File: config.mk
export PLATFORM = sky130hd
export DESIGN_NAME = kf_bus_decoder
export DESIGN_NICKNAME = d
export VERILOG_FILES = /design/src/rtl/kf_bus_decoder_pkg.sv /design/src/rtl/kf_bus_window.sv /design/src/rtl/kf_bus_decoder.sv
export SDC_FILE = /design/constraint.sdc
export NUM_CORES = 1
export LEC_CHECK = 0
export CAP_MARGIN = 30
export CORE_ASPECT_RATIO = 1.75
export CORE_MARGIN = 2
export CORE_UTILIZATION = 50
export CTS_CLUSTER_SIZE = 12
export DETAILED_ROUTE_END_ITERATION = 6
export PLACE_DENSITY = 0.71
export SYNTH_ARGS = -nofsm -noshare
export SYNTH_HDL_FRONTEND = slang
export SYNTH_SLANG_ARGS = --single-unit
File: constraint.sdc
create_clock -name clock -period 6.86 [get_ports clock]
set_input_delay 1.029 -clock clock [delete_from_list [all_inputs] [get_ports clock]]
set_output_delay 1.029 -clock clock [all_outputs]
set_load 0.03 [all_outputs]
File: src/rtl/kf_bus_decoder_pkg.sv
// Shared types and constants for the KFPC-XT programmable bus decoder.
package kf_bus_decoder_pkg;

    // Width of a window/channel index (up to 16 windows).
    localparam int CH_IDX_W = 4;

    typedef enum logic [2:0] {
        ST_IDLE    = 3'd0,
        ST_WAIT    = 3'd1,
        ST_READY   = 3'd2,
        ST_MISS    = 3'd3,
        ST_RECOVER = 3'd4
    } decoder_state_t;

    typedef enum logic {
        IO     = 1'b0,
        MEMORY = 1'b1
    } bus_space_t;

    // True when exactly one of the four active-low bus commands is asserted.
    function automatic logic single_low(input logic [3:0] cmd_n);
        logic [3:0] low;
        low = ~cmd_n;
        return (low != 4'd0) && ((low & (low - 4'd1)) == 4'd0);
    endfunction

endpackage

File: src/rtl/kf_bus_window.sv
// One runtime-programmable decode window: holds its configuration and
// reports a combinational hit for the current address/space.
module kf_bus_window
    import kf_bus_decoder_pkg::*;
#(
    parameter int ADDR_WIDTH = 20,
    parameter int WAIT_WIDTH = 3
) (
    input  logic                  i_clock,
    input  logic                  i_reset_n,
    input  logic                  i_cfg_load,
    input  logic                  i_cfg_enable,
    input  logic                  i_cfg_memory,
    input  logic [ADDR_WIDTH-1:0] i_cfg_base,
    input  logic [ADDR_WIDTH-1:0] i_cfg_mask,
    input  logic [WAIT_WIDTH-1:0] i_cfg_wait,
    input  logic [ADDR_WIDTH-1:0] i_address,
    input  bus_space_t            i_space,
    output logic                  o_hit,
    output logic [WAIT_WIDTH-1:0] o_wait
);

    logic                  r_enable;
    bus_space_t            r_space;
    logic [ADDR_WIDTH-1:0] r_base;
    logic [ADDR_WIDTH-1:0] r_mask;
    logic [WAIT_WIDTH-1:0] r_wait;

    // Window configuration registers; reset leaves the window disabled.
    always_ff @(posedge i_clock or negedge i_reset_n) begin
        if (!i_reset_n) begin
            r_enable <= 1'b0;
            r_space  <= IO;
            r_base   <= '0;
            r_mask   <= '1;
            r_wait   <= '0;
        end else if (i_cfg_load) begin
            r_enable <= i_cfg_enable;
            r_space  <= bus_space_t'(i_cfg_memory);
            r_base   <= i_cfg_base;
            r_mask   <= i_cfg_mask;
            r_wait   <= i_cfg_wait;
        end
    end

    assign o_hit  = r_enable && (r_space == i_space) &&
                    (((i_address ^ r_base) & r_mask) == '0);
    assign o_wait = r_wait;

endmodule

File: src/rtl/kf_bus_decoder.sv
// Programmable bus decoder: priority-encodes window hits, runs the access
// FSM with wait-state insertion, and steers channel read data to the bus.
module kf_bus_decoder
    import kf_bus_decoder_pkg::*;
#(
    parameter int CHANNELS   = 8,
    parameter int ADDR_WIDTH = 20,
    parameter int DATA_WIDTH = 8,
    parameter int WAIT_WIDTH = 3
) (
    input  logic                           clock,
    input  logic                           reset_n,
    input  logic                           io_read_command_n,
    input  logic                           io_write_command_n,
    input  logic                           memory_read_command_n,
    input  logic                           memory_write_command_n,
    input  logic                           address_enable_n,
    input  logic [ADDR_WIDTH-1:0]          address,
    input  logic [CHANNELS*DATA_WIDTH-1:0] channel_data_bus_out,
    input  logic                           cfg_write,
    input  logic [3:0]                     cfg_channel,
    input  logic                           cfg_enable,
    input  logic                           cfg_memory,
    input  logic [ADDR_WIDTH-1:0]          cfg_base,
    input  logic [ADDR_WIDTH-1:0]          cfg_mask,
    input  logic [WAIT_WIDTH-1:0]          cfg_wait,
    output logic [CHANNELS-1:0]            chip_select_n,
    output logic                           io_channel_ready,
    output logic [DATA_WIDTH-1:0]          data_bus_out,
    output logic                           data_bus_out_from_chipset,
    output logic [7:0]                     miss_count
);

    logic [3:0]            w_cmd_n;
    logic                  w_active;
    logic                  w_valid;
    bus_space_t            w_space;
    logic                  w_is_read;
    logic [CHANNELS-1:0]   w_hit;
    logic [WAIT_WIDTH-1:0] w_wait [CHANNELS];
    logic                  w_any_hit;
    logic [CH_IDX_W-1:0]   w_hit_idx;
    logic [WAIT_WIDTH-1:0] w_hit_wait;

    decoder_state_t        r_state, w_state_next;
    logic [CH_IDX_W-1:0]   r_chan, w_chan_next;
    logic [WAIT_WIDTH-1:0] r_cnt, w_cnt_next;
    logic                  r_read, w_read_next;
    logic                  w_miss_inc;
    logic [CHANNELS-1:0]   w_cs_n_next;
    logic [DATA_WIDTH-1:0] w_rd_data;
    logic                  w_capture;

    logic [CHANNELS-1:0]   r_cs_n;
    logic                  r_ready;
    logic [DATA_WIDTH-1:0] r_data;
    logic                  r_from_chipset;
    logic [7:0]            r_miss;

    assign w_cmd_n   = {memory_write_command_n, memory_read_command_n,
                        io_write_command_n, io_read_command_n};
    assign w_active  = !address_enable_n && (w_cmd_n != 4'hF);
    assign w_valid   = !address_enable_n && single_low(w_cmd_n);
    assign w_space   = (!memory_read_command_n || !memory_write_command_n) ? MEMORY : IO;
    assign w_is_read = !io_read_command_n || !memory_read_command_n;

    for (genvar g = 0; g < CHANNELS; g++) begin : g_win
        kf_bus_window #(
            .ADDR_WIDTH (ADDR_WIDTH),
            .WAIT_WIDTH (WAIT_WIDTH)
        ) u_win (
            .i_clock      (clock),
            .i_reset_n    (reset_n),
            .i_cfg_load   (cfg_write && (cfg_channel == CH_IDX_W'(g))),
            .i_cfg_enable (cfg_enable),
            .i_cfg_memory (cfg_memory),
            .i_cfg_base   (cfg_base),
            .i_cfg_mask   (cfg_mask),
            .i_cfg_wait   (cfg_wait),
            .i_address    (address),
            .i_space      (w_space),
            .o_hit        (w_hit[g]),
            .o_wait       (w_wait[g])
        );
    end

    // Priority encoder: the lowest-indexed hitting window claims the cycle.
    always_comb begin
        w_any_hit  = 1'b0;
        w_hit_idx  = '0;
        w_hit_wait = '0;
        for (int i = CHANNELS - 1; i >= 0; i--) begin
            if (w_hit[i]) begin
                w_any_hit  = 1'b1;
                w_hit_idx  = CH_IDX_W'(i);
                w_hit_wait = w_wait[i];
            end
        end
    end

    // Next-state logic; the index, direction and wait count are latched on decode only.
    always_comb begin
        w_state_next = r_state;
        w_chan_next  = r_chan;
        w_cnt_next   = r_cnt;
        w_read_next  = r_read;
        w_miss_inc   = 1'b0;
        unique case (r_state)
            ST_IDLE: begin
                if (w_active) begin
                    if (w_valid && w_any_hit) begin
                        w_chan_next  = w_hit_idx;
                        w_read_next  = w_is_read;
                        w_cnt_next   = w_hit_wait;
                        w_state_next = (w_hit_wait != '0) ? ST_WAIT : ST_READY;
                    end else begin
                        w_state_next = ST_MISS;
                        w_miss_inc   = 1'b1;
                    end
                end
            end
            ST_WAIT: begin
                if (!w_active) begin
                    w_state_next = ST_RECOVER;
                end else if (r_cnt == WAIT_WIDTH'(1)) begin
                    w_state_next = ST_READY;
                end else begin
                    w_cnt_next = r_cnt - WAIT_WIDTH'(1);
                end
            end
            ST_READY, ST_MISS: begin
                if (!w_active) w_state_next = ST_RECOVER;
            end
            ST_RECOVER: w_state_next = ST_IDLE;
            default:    w_state_next = ST_IDLE;
        endcase
    end

    // Chip-select pattern for the state being entered, plus the latched channel's read data.
    always_comb begin
        w_cs_n_next = '1;
        w_rd_data   = '0;
        for (int i = 0; i < CHANNELS; i++) begin
            if ((w_state_next == ST_WAIT || w_state_next == ST_READY) &&
                (CH_IDX_W'(i) == w_chan_next)) begin
                w_cs_n_next[i] = 1'b0;
            end
            if (CH_IDX_W'(i) == r_chan) begin
                w_rd_data = channel_data_bus_out[i*DATA_WIDTH +: DATA_WIDTH];
            end
        end
    end

    // Data is only driven once the access has already spent a cycle in READY and stays there.
    assign w_capture = (r_state == ST_READY) && (w_state_next == ST_READY) && r_read;

    // FSM state and latched access context.
    always_ff @(posedge clock or negedge reset_n) begin
        if (!reset_n) begin
            r_state <= ST_IDLE;
            r_chan  <= '0;
            r_cnt   <= '0;
            r_read  <= 1'b0;
        end else begin
            r_state <= w_state_next;
            r_chan  <= w_chan_next;
            r_cnt   <= w_cnt_next;
            r_read  <= w_read_next;
        end
    end

    // Registered bus-facing outputs.
    always_ff @(posedge clock or negedge reset_n) begin
        if (!reset_n) begin
            r_cs_n         <= '1;
            r_ready        <= 1'b1;
            r_data         <= '0;
            r_from_chipset <= 1'b0;
        end else begin
            r_cs_n         <= w_cs_n_next;
            r_ready        <= (w_state_next != ST_WAIT);
            r_from_chipset <= w_capture;
            if (w_capture) r_data <= w_rd_data;
        end
    end

    // Saturating count of commands that no window claimed.
    always_ff @(posedge clock or negedge reset_n) begin
        if (!reset_n) begin
            r_miss <= '0;
        end else if (w_miss_inc && (r_miss != 8'hFF)) begin
            r_miss <= r_miss + 8'd1;
        end
    end

    assign chip_select_n             = r_cs_n;
    assign io_channel_ready          = r_ready;
    assign data_bus_out              = r_data;
    assign data_bus_out_from_chipset = r_from_chipset;
    assign miss_count                = r_miss;

endmodule

Word level (Yosys, flattened, before mapping). Index checks and enable logic that the tools add are counted.

Register bits: 397.

Add/subtract/negate cells: 3. Equality and inequality tests: 42. Multiplexer cells: 59. Bitwise operators: 18. Reductions and logical operators: 65.

Operator list (count): AND 20 bit (8); logical NOT 20 bit (8); bitwise XOR 20 bit (8); two-way mux 8 bit (8); two-way mux 3 bit (18); logical AND 1 bit (39); two-way mux 4 bit (9); == test 3 x 4 -> 1 bit, first input constant (8); two-way mux 1 bit (20); == test 2 x 4 -> 1 bit, first input constant (4); == test 4 x 3 -> 1 bit, second input constant (4); logical NOT 4 bit (4); == test 3 x 1 -> 1 bit, second input constant (3); == test 3 x 2 -> 1 bit, second input constant (3); one-hot mux 3 bit (3 select lines) (1); adder 8 x 1 -> 8 bit, second input constant (1); == test 1 bit (8); == test 1 x 4 -> 1 bit, first input constant (2); == test 4 x 2 -> 1 bit, second input constant (2); != test 2 bit, second input constant (4); != test 8 bit, second input constant (1); one-hot mux 3 bit (2 select lines) (1); AND reduction 5 bit (1); AND 4 bit (1); other kinds (15) (21).

Depth between registers and ports, before layout.
Word-level depth: 23. Gate-level depth with buffers: 14.

By module. Synthesis repeated with hierarchy kept, for this count alone.

Cell total of the unflattened synthesis: 1342. Area total of the unflattened synthesis: 18525.3 µm².

Modules (own cells, without submodules): kf_bus_window (instances 8, cells an instance 131, area an instance 1973.1 µm²); kf_bus_decoder (instances 1, cells an instance 294, area an instance 2740.1 µm²).

Worst setup path after synthesis. No wires, ideal clock.

Path type: input port to flip-flop. Start: input port address[11]. End: register r_cs_n[2] (netlist: chip_select_n[2]). Arrival: 3.476 ns. Required time: 6.765 ns. Path slack: 3.289 ns. Cell stages on the path: 13. Path through: buf_2 > xor2_1 > a22oi_1 > nand4_1 > or3_1 > buf_6 > a311oi_2 > o21ai_1 > a211oi_2 > o31ai_2 > o31a_1 > o211ai_4 > nand3_1.

Word-level cells in the longest chain between the ends: 21. Elaborated cells on any way between the ends: 71. Classes of those cells: eq/ne (3); mux (32); bitwise (16); reduce/logical (20).

RTL lines: start: declaration (RTL line kf_bus_decoder.sv:18) `input logic [ADDR_WIDTH-1:0] address,`; bitwise XOR 20 bit (RTL line kf_bus_window.sv:47) `(((i_address ^ r_base) & r_mask) == '0);`; AND 20 bit (RTL line kf_bus_window.sv:47); logical NOT 20 bit (RTL line kf_bus_window.sv:47); logical AND 1 bit (RTL line kf_bus_window.sv:46) `assign o_hit = r_enable && (r_space == i_space) &&`; two-way mux 3 bit (8 in a row) (RTL line kf_bus_decoder.sv:93) `if (w_hit[i]) begin`; nonzero test 3 bit (RTL line kf_bus_decoder.sv:115) `w_state_next = (w_hit_wait != '0) ? ST_WAIT : ST_READY;`; two-way mux 2 bit (RTL line kf_bus_decoder.sv:115); two-way mux 2 bit (RTL line kf_bus_decoder.sv:111) `if (w_valid && w_any_hit) begin`; two-way mux 3 bit (RTL line kf_bus_decoder.sv:110) `if (w_active) begin`; one-hot mux 3 bit (3 select lines) (RTL line kf_bus_decoder.sv:108) `unique case (r_state)`; == test 3 x 1 -> 1 bit / == test 3 x 2 -> 1 bit (equally long branches) (RTL line kf_bus_decoder.sv:144) `if ((w_state_next == ST_WAIT || w_state_next == ST_READY) &&`; logical OR 1 bit (RTL line kf_bus_decoder.sv:144); logical AND 1 bit (*) (RTL line kf_bus_decoder.sv:144); two-way mux 1 bit (*) (RTL line kf_bus_decoder.sv:144); named net w_cs_n_next[2] (RTL line kf_bus_decoder.sv:50) `logic [CHANNELS-1:0] w_cs_n_next;`; end signal: assignment (RTL line kf_bus_decoder.sv:180) `r_cs_n <= w_cs_n_next;`; end: declaration (RTL line kf_bus_decoder.sv:54) `logic [CHANNELS-1:0] r_cs_n;`.

The timed path passes the listed nets; every way through them passes the cells marked *. A chain may end at the register's enable or synchronous reset.

Worst setup path in the final report.
Start: input port address[3]. End: register r_cs_n[2] (netlist: chip_select_n[2]).

The elaborated chain is that of the path after synthesis.

==> results.json <==
{
  "end_kind": "flip-flop",
  "tns_ps": 0,
  "fin_crit_ps": 4580,
  "drive_gt1_share_pct": 39.3,
  "fmax_mhz": 218,
  "path_max_fanout": 8,
  "r2r_slack_ps": 3270,
  "avgRoutedWirePerCell_um": 24.9,
  "cts_tree": "done",
  "leakage_nw": 9.02,
  "die_area_um2": 38600,
  "rr_endpoint": "chip_select_n[2]",
  "netlist_top_cells_area": "dfrtp_1 (31%), dfstp_2 (24%), mux2_2 (22%)",
  "insertion_delay_ps": 540,
  "gp_congestion": 0.835,
  "yosys.area.top_type": "dfrtp_1",
  "synth_enable_flop_cells": 0,
  "cts_sinks": 397,
  "startpoint_type": "input port",
  "status": "complete, but fails checks",
  "synth.top_cells.by_count": "mux2_2 (368), dfrtp_1 (228), dfstp_2 (169), xor2_1 (163), a22oi_1 (72)",
  "dr.pass1.iters": 7,
  "hpwlAfterDp_um": 35600,
  "grt_start_max_net_pins": 150,
  "port_buffers": 166,
  "cts_setup_buffers": 0,
  "violations": "design-rule violations",
  "avgSynthCellArea_um2": 13.3,
  "synthesis.nets": 1530,
  "cts_max_level": 2,
  "hold_class": "flip-flop to flip-flop",
  "post_drt_via_cell_ratio": 5.84,
  "grt.overflow.total": 0,
  "ctsHoldBuffers": 0,
  "grt_pass1_vias": 12800,
  "required_ps": 7290,
  "worst_pin_slew_ps": 892,
  "fill_cells": 3023,
  "coreArea_um2": 36700,
  "ant_nets": 0,
  "ys_warn_count": 0,
  "r2r-start": "g_win[6].u_win.r_base[3]",
  "yosysTopAreaCellShare_pct": 30.8,
  "finClkSkew_ps": 14.3,
  "syn-cell-area_um2": 18500,
  "final_util_pct": 59.2,
  "synth_seq_area_share_pct": 54.8,
  "synth_most_common_cell": "mux2_2",
  "cts.clk_slew.worst_paths_ps": 60,
  "drc": 3,
  "drv_slew": 0,
  "num_vias": 11900,
  "drt_iter0_markers": 603,
  "hp-start": "r_cnt[1]",
  "clk_path_buf_depth": 3,
  "min_path_cells": 2,
  "setup_violations": 0,
  "start_util_pct": 50.5,
  "ys_ff_latch": 397,
  "timing.final.crit_share_pct": 66.8,
  "ir_drop_mv": 0.199,
  "synth_cell_types": 62,
  "holdPathEnd": "r_cnt[1]",
  "synthCells": 1386,
  "boundaryPins": 167,
  "area_growth_pct": 17.3,
  "finalNetCount": 1678,
  "crit_arrival_ps": 5010,
  "maxCapViolCount": 0,
  "clock-root-buffer": "clkbuf_16",
  "num_rows": 93,
  "path_class": "input port to flip-flop",
  "track_usage_pct": 26.6,
  "hold_viol_final": 0,
  "fp.dieH_um": 258,
  "antenna_found_initial": 1,
  "synth_top_flop_cell": "dfrtp_1",
  "grt_first_pass_wirelength_um": 76800,
  "die-width_um": 149,
  "rsz0062_at_grt": "false",
  "wirelength_um": 50700,
  "cts_made_buffers": 39,
  "reg2reg_depth": 11,
  "relSlewSlack_pct": 40.5,
  "power_per_cell_area_nw_per_um2": 332,
  "cts_resized": 0,
  "async_flop_share_pct": 100
}
==> per-stage QoR <==
stage | total power [mW] | worst slack (ps) | hold WS, ps | instance area (um^2) | std cells
2_1_floorplan | 4.52 | 3290 | 450 | 18500 | 1386
6_report | 7.21 | 2280 | 490 | 21700 | 2036
3_3_place_gp | 5.17 | 1640 | 468 | 20500 | 1967
4_1_cts | 7.26 | 2330 | 500 | 21700 | 2035
5_1_grt | 7.53 | 2020 | 521 | 21700 | 2036
3_5_place_dp | 5.25 | 1800 | 489 | 20500 | 1968
==> placed cells by master, fill, tap and decap left out, types with 3 or more instances in the layout <==
master,instances
clkbuf_1,23
xor2_1,163
clkdlybuf4s50_1,165
buf_4,12
nor4_1,3
o21ai_0,16
nor3_1,14
and3_1,13
xnor2_1,5
a22o_1,4
a222oi_1,4
ha_1,3
mux2_2,368
nor3b_1,6
a211oi_1,9
a22oi_1,72
clkbuf_16,41
or4_1,4
or3_1,3
mux2i_1,4
a21oi_1,36
nand4_1,25
dfrtp_1,228
inv_1,18
a221oi_1,5
nand3_1,14
a31oi_1,6
dfstp_2,169
nor2b_1,6
nand2_1,36
nand3b_1,4
nor2_1,36
==> cell type report <==
cell class              count  area, um^2  share of cell area (%)
multi-input cells         898        7950                    36.6
flip-flops and latches    397       10100                    46.8
diodes                      1        2.50                  0.0115
clock buffers              66        1140                    5.25
inverters                  18        67.6                   0.311
well taps                 475         594                    2.74
repair buffers            180        1800                    8.28
clock inverters             1        5.00                  0.0231
==> how the worst max path moves through the flow <==
| stage | from | to | slack [ps] | cells after the start |
|---|---|---|---|---|
| 2_1_floorplan | address[11] | chip_select_n[2] | 3290 | 13 |
| 3_3_place_gp | memory_read_command_n | chip_select_n[2] | 1640 | 12 |
| 3_5_place_dp | memory_read_command_n | chip_select_n[2] | 1800 | 12 |
| 4_1_cts | memory_read_command_n | chip_select_n[3] | 2330 | 12 |
| 5_1_grt | memory_read_command_n | chip_select_n[2] | 2020 | 12 |
| 6_report | address[3] | chip_select_n[2] | 2280 | 12 |
==> critical path: stages <==
cell and delay [ps]:
clkdlybuf4s50_1 720, xor2_1 300, a22oi_1 530, nand4_1 150
nor3_1 610, or4_1 270, o21ai_0 120, o31ai_1 200
o21ai_0 240, o31a_1 360, o211ai_4 320, nand3_1 140
==> cell families (layout without fill, tap and decap cells) <==
| family | Yosys count | in the layout | synth area share [%] |
|---|---|---|---|
| simple gates | 181 | 181 | 5.20 |
| buf+inv | 91 | 265 | 2.36 |
| mux | 373 | 373 | 22.7 |
| fa+ha+maj | 3 | 3 | 0.203 |
| flops | 397 | 397 | 54.8 |
| xor+xnor | 168 | 168 | 7.95 |
| compound gates | 173 | 173 | 6.69 |
| other cells | 0 | 1 | 0 |
==> power by group <==
group	internal, mW	leakage, nW	switching (mW)
Clock	1.13	0.551	0.870
Combinational	0.856	3.88	0.916
Sequential	3.06	4.59	0.377
==> sequential cells by signal (all words and copies together), names as in the netlist <==
signal / count
r_chan: 4
g_win.u_win.r_space: 8
r_read: 1
g_win.u_win.o_wait: 24
g_win.u_win.r_base: 160
g_win.u_win.r_enable: 8
chip_select_n: 8
r_cnt: 3
data_bus_out: 8
io_channel_ready: 1
r_state: 3
data_bus_out_from_chipset: 1
miss_count: 8
g_win.u_win.r_mask: 160
==> metal layers <==
metal | track usage, % | vias up | wire, um
li1 | - | 5271 | -
met1 | 29.8 | 6205 | 18900
met2 | 48.8 | 317 | 27100
met3 | 3.42 | 107 | 1960
met4 | 13.8 | 0 | 2820
met5 | 0 | - | 0
No activity file was read; power rests on OpenSTA's default activity.
